[src/rtl/wb_stage.sv]
// Writeback stage: selects alu/pc4/imm in 1 cycle, or extracts a load in >=2 cycles; in_ready drops while a load waits for data.
// Define WB_FWD_EN to add the forwarding outputs fwd_valid/fwd_rd/fwd_data/fwd_pend.
module wb_stage #(
   parameter int XLEN = 32,
   parameter int RAW  = 5
) (
   input  logic            clk,
   input  logic            rst_n,
   input  logic            in_valid,
   output logic            in_ready,
   input  logic [1:0]      in_sel,
   input  logic [2:0]      in_funct3,
   input  logic [1:0]      in_addr_lo,
   input  logic [XLEN-1:0] in_alu,
   input  logic [XLEN-1:0] in_pc4,
   input  logic [XLEN-1:0] in_imm,
   input  logic [RAW-1:0]  in_rd,
   input  logic            in_we,
   input  logic            mem_valid,
   input  logic [XLEN-1:0] mem_rdata,
   output logic            rf_we,
   output logic [RAW-1:0]  rf_rd,
   output logic [XLEN-1:0] rf_wdata
`ifdef WB_FWD_EN
   ,
   output logic            fwd_valid,
   output logic [RAW-1:0]  fwd_rd,
   output logic [XLEN-1:0] fwd_data,
   output logic            fwd_pend
`endif
);

   typedef enum logic {IDLE, WAIT_MEM} state_t;

   state_t          state, state_nxt;
   logic            accept, is_load;
   logic [RAW-1:0]  ld_rd;
   logic            ld_we;
   logic [2:0]      ld_funct3;
   logic [1:0]      ld_addr_lo;
   logic [XLEN-1:0] sel_val, load_val;
   logic [31:0]     word;
   logic [7:0]      byte_v;
   logic [15:0]     half_v;

   assign in_ready = (state == IDLE);
   assign accept   = in_valid && in_ready;
   assign is_load  = (in_sel == 2'b00);

   always_ff @(posedge clk or negedge rst_n) begin
      if (!rst_n) state <= IDLE;
      else        state <= state_nxt;
   end

   always_comb begin
      state_nxt = state;
      case (state)
         IDLE:     if (accept && is_load) state_nxt = WAIT_MEM;
         WAIT_MEM: if (mem_valid)         state_nxt = IDLE;
         default:  state_nxt = IDLE;
      endcase
   end

   always_comb begin
      sel_val = in_imm;
      case (in_sel)
         2'b01:   sel_val = in_alu;
         2'b10:   sel_val = in_pc4;
         default: sel_val = in_imm;
      endcase
   end

   // Loads only ever look at the low word; halfword offset bit 0 is ignored.
   always_comb begin
      word   = mem_rdata[31:0];
      byte_v = word[7:0];
      case (ld_addr_lo)
         2'd1:    byte_v = word[15:8];
         2'd2:    byte_v = word[23:16];
         2'd3:    byte_v = word[31:24];
         default: byte_v = word[7:0];
      endcase
      half_v   = ld_addr_lo[1] ? word[31:16] : word[15:0];
      load_val = XLEN'($signed(word));
      case (ld_funct3)
         3'b000:  load_val = XLEN'($signed(byte_v));
         3'b001:  load_val = XLEN'($signed(half_v));
         3'b100:  load_val = XLEN'(byte_v);
         3'b101:  load_val = XLEN'(half_v);
         default: load_val = XLEN'($signed(word));
      endcase
   end

   always_ff @(posedge clk or negedge rst_n) begin
      if (!rst_n) begin
         rf_we      <= 1'b0;
         rf_rd      <= '0;
         rf_wdata   <= '0;
         ld_rd      <= '0;
         ld_we      <= 1'b0;
         ld_funct3  <= '0;
         ld_addr_lo <= '0;
      end else begin
         rf_we <= 1'b0;
         if (accept && is_load) begin
            ld_rd      <= in_rd;
            ld_we      <= in_we;
            ld_funct3  <= in_funct3;
            ld_addr_lo <= in_addr_lo;
         end else if (accept) begin
            rf_we    <= in_we && (in_rd != '0);
            rf_rd    <= in_rd;
            rf_wdata <= sel_val;
         end else if (state == WAIT_MEM && mem_valid) begin
            rf_we    <= ld_we && (ld_rd != '0);
            rf_rd    <= ld_rd;
            rf_wdata <= load_val;
         end
      end
   end

`ifdef WB_FWD_EN
   assign fwd_valid = rf_we;
   assign fwd_rd    = rf_rd;
   assign fwd_data  = rf_wdata;
   assign fwd_pend  = (state == WAIT_MEM) && ld_we && (ld_rd != '0);
`endif

endmodule

[config.mk]
export PLATFORM = sky130hd
export DESIGN_NAME = wb_stage
export DESIGN_NICKNAME = d
export VERILOG_FILES = /design/src/rtl/wb_stage.sv
export SDC_FILE = /design/constraint.sdc
export NUM_CORES = 1
export LEC_CHECK = 0
export CELL_PAD_IN_SITES_DETAIL_PLACEMENT = 1
export CELL_PAD_IN_SITES_GLOBAL_PLACEMENT = 1
export CORE_ASPECT_RATIO = 1.4
export CORE_UTILIZATION = 28
export CTS_CLUSTER_SIZE = 25
export DETAILED_ROUTE_END_ITERATION = 10
export PLACE_DENSITY_LB_ADDON = 0.1
export SLEW_MARGIN = 10
export SYNTH_ARGS = -nofsm -noshare
export SYNTH_HDL_FRONTEND = slang
export SYNTH_SLANG_ARGS = --single-unit
[constraint.sdc]
create_clock -name clk -period 2.1 [get_ports clk]
set_input_delay 0.315 -clock clk [delete_from_list [all_inputs] [get_ports clk]]
set_output_delay 0.315 -clock clk [all_outputs]
set_load 0.02 [all_outputs]
==> run_results.csv <==
group,metric,value,unit
clock_network,cts_resized,0,
run,cap_violations,0,
cells_and_area,layout.nets,767,
clock_network,path_clk_slew,0.07,ns
timing,relSlewSlack,54.2,%
grt,antenna_found_initial,0,
timing,setup_viol,0,
power,p_per_area,810,nW/um^2
setup_path,r2r_start,"ld_addr_lo[1]",
clock_network,clk_latency,0.30,ns
status,status,"completed",
clock_network,tritoncts,"built",
place,post-dp-hpwl,12100,um
grt,globalRoute.totalOverflow,0,
cells_and_area,diodes,0,
setup_path,worst_setup_path_end_kind,"register",
power,vdd_ir_drop_max,0.000336,V
timing,holdWs,0.124,ns
drt,vias,4198,
clock_network,cts-buffers-inserted,5,
drt,drtPass1Iterations,6,
grt,grt_max_degree,51,
timing,tns,0,ns
drt,drt_iter0_markers,172,
grt,grt_use_total,23.5,%
place,dp_worst_setup_slack,-0.162,ns
clock_network,cts_root_buf,"clkbuf_16",
synth,syn_avg_cell_area,8.10,um^2
floorplan,rows,48,
clock_network,cts_hold_buf,0,
timing,finalHoldViolations,0,
cells_and_area,fillers,1441,
synth,synthCells,434,
grt,grt_pass1_wl,24000,um
power,p_int,2940,uW
timing,maxSlewViolCount,0,
synth,synth_edf_count,0,
synth,async_flop_share,100,%
power,p_sw_share,38.1,%
cells_and_area,drive_gt1_share,9.84,%
synth,syn-num-nets,582,
floorplan,start_util,28.5,%
clock_network,post_cts_buffers,0,
synth,synth-seq-cells,50,
clock_network,cts-htree-levels,2,
floorplan,fp.dieH,135,um
power,fin_total_pwr,4760,uW
timing,layout_min_cycle_time,1.96,ns
setup_path,crit_fanout,3,
grt,grt_pass1_vias,4476,
setup_path,cp.arrival,2.14,ns
setup_path,cp-startpoint,"in_sel[1]",
power,power_switching,1820,uW
synth,ys_warn_count,0,
place,portBuffers,183,
cells_and_area,multiInputGateArea,2040,um^2
timing,rsz0062_at_grt,"false",
power,pwr-share-comb,47.8,%
timing,worst_clock_skew,0.00304,ns
timing,setup_ws,0.136,ns
floorplan,core_area,12300,um^2
floorplan,num_io_pins,184,
floorplan,fp.dieArea,13000,um^2
synth,yosysSeqAreaShare,35.6,%
drt,ant_nets,0,
timing,clock.fmax,509,MHz
synth,syn_area,3510,um^2
min_path,hold_class,"input pin to async pin",
place,gp_congestion,0.835,
timing,period_share,93.5,%
drt,via_per_inst,5.45,
floorplan,dieWidth,96.7,um
power,leakagePower,0.00230,uW
setup_path,worstSetupStartpointType,"input pin",
setup_path,required,2.27,ns
synth,ys.flop_type,"dfrtp_1",
clock_network,cts_sinks,50,
power,sequentialPowerShare,31.5,%
synth,yosys.cell_types.count,42,
power,clockPowerShare,20.7,%
cells_and_area,syn_to_final_growth,67.2,%
timing,worstMarginPinSlew,0.688,ns
setup_path,path_class,"input pin to register",
drt,wire_per_inst,19.8,um
cells_and_area,regArea,1250,um^2
drt,drcViolationCount,0,
clock_network,clock_path_buffers,2,
drt,totalWireLength,15200,um
[stage by stage]
stage          cell area (um^2)  cells  utilization [%]
3_3_place_gp               5700    762             46.3
4_1_cts                    5880    770             47.7
5_1_grt                    5880    770             47.7
3_5_place_dp               5700    762             46.3
6_report                   5880    770             47.7
2_1_floorplan              3510    434                -
[critical path, cell delays in order]
cell,delay (ns)
clkdlybuf4s50_1,0.50
inv_1,0.08
ha_2,0.18
buf_4,0.13
nor3b_1,0.19
buf_4,0.15
nor2_2,0.04
a222oi_1,0.40
o211ai_1,0.14
[path summary, 6_finish.rpt]
check                               endpoint  depth (start not counted)  slack [ns]
worst max register to register   rf_wdata[6]                          5        0.21
max in group asynchronous              state                          2        1.50
worst min-delay path                rf_rd[2]                          2        0.12
min in group clk                 rf_wdata[2]                          2        0.53
worst min register to register   rf_wdata[2]                          2        0.53
worst max-delay path            rf_wdata[10]                          9        0.14
[power by group through the flow]
stage / Clock [uW] / Combinational (uW) / Sequential, uW
after global routing: 1030 / 2460 / 1540
after floorplan: 0 / 891 / 1720
after CTS: 1000 / 2290 / 1500
after global placement: 0 / 2230 / 1510
after detailed placement: 0 / 2280 / 1510
final: 984 / 2270 / 1500
[state kept, by name, indices dropped and copies added, names as in the netlist]
register    cells
state           1
ld_addr_lo      2
ld_rd           5
rf_wdata       32
ld_we           1
ld_funct3       3
rf_rd           5
rf_we           1
[logic make-up after synthesis]
| kind of cell | Yosys count | synth area share [%] |
|---|---|---|
| AOI/OAI and AO/OA | 191 | 35.8 |
| adders and majority gates | 3 | 1.07 |
| muxes | 22 | 7.01 |
| buffers and inverters | 54 | 6.41 |
| DFF | 50 | 35.6 |
| and+or+nand+nor | 114 | 14.1 |
[placed cells by master (no fill, tap or decap), drive strengths merged]
| master | n |
|---|---|
| buf | 34 |
| or3b | 1 |
| o32a | 4 |
| a32oi | 4 |
| nand3b | 1 |
| clkinv | 2 |
| a21boi | 1 |
| dfrtp | 50 |
| o21ai | 20 |
| a211oi | 22 |
| nand2b | 3 |
| ha | 3 |
| and3 | 2 |
| nor2 | 70 |
| o221a | 1 |
| clkbuf | 5 |
| o22a | 1 |
| nand2 | 23 |
| bufinv | 1 |
| a21bo | 1 |
| a222oi | 1 |
| nand4b | 2 |
| inv | 16 |
| mux4 | 1 |
| nand3 | 1 |
| and2 | 1 |
| mux2 | 11 |
| clkdlybuf4s50 | 182 |
| a21oi | 57 |
| or2 | 1 |
| nor2b | 5 |
| or4 | 2 |
| a22oi | 35 |
| o211ai | 21 |
| a21o | 2 |
| o22ai | 1 |
| a31oi | 16 |
| nor3b | 2 |
| o221ai | 4 |
| mux2i | 10 |
[synth_stat cells, types with 2 or more instances]
master / n / area share (%)
a211oi_1: 22 / 4.7
o221ai_1: 4 / 1.0
mux2i_1: 10 / 2.8
nor2_1: 70 / 7.5
inv_1: 14 / 1.5
dfrtp_1: 50 / 36
a31oi_1: 16 / 2.8
clkinv_1: 2 / 0.21
a32oi_1: 4 / 1.0
buf_2: 6 / 0.85
nand2b_1: 3 / 0.53
ha_1: 3 / 1.1
nand4b_1: 2 / 0.50
mux2_2: 11 / 3.5
nor2b_1: 5 / 0.89
or4_1: 2 / 0.43
buf_6: 2 / 0.64
clkbuf_1: 28 / 3.0
o32a_1: 4 / 1.1
o21ai_0: 10 / 1.4
o21ai_1: 10 / 1.4
nor3b_1: 2 / 0.43
nand2_1: 22 / 2.3
buf_1: 2 / 0.21
and3_1: 2 / 0.36
a21oi_1: 57 / 8.1
a22oi_1: 35 / 7.5
o211ai_1: 21 / 4.5
a21o_1: 2 / 0.43
[per-layer routing]
layer	track usage (%)	share of wire [%]
met2	45.3	54
met1	25.7	38
met4	7.63	2.1
met3	4.19	5.2
met5	0	0
[layout make-up]
cell class / instances / area share, %
Inverter: 16 / 1.02
Tap cell: 150 / 3.19
Clock inverter: 3 / 0.809
Clock buffer: 5 / 2.13
Multi-Input combinational cell: 330 / 34.8
Sequential cell: 50 / 21.3
Timing Repair Buffer: 216 / 36.8
Power figures use the tool's default switching activity.
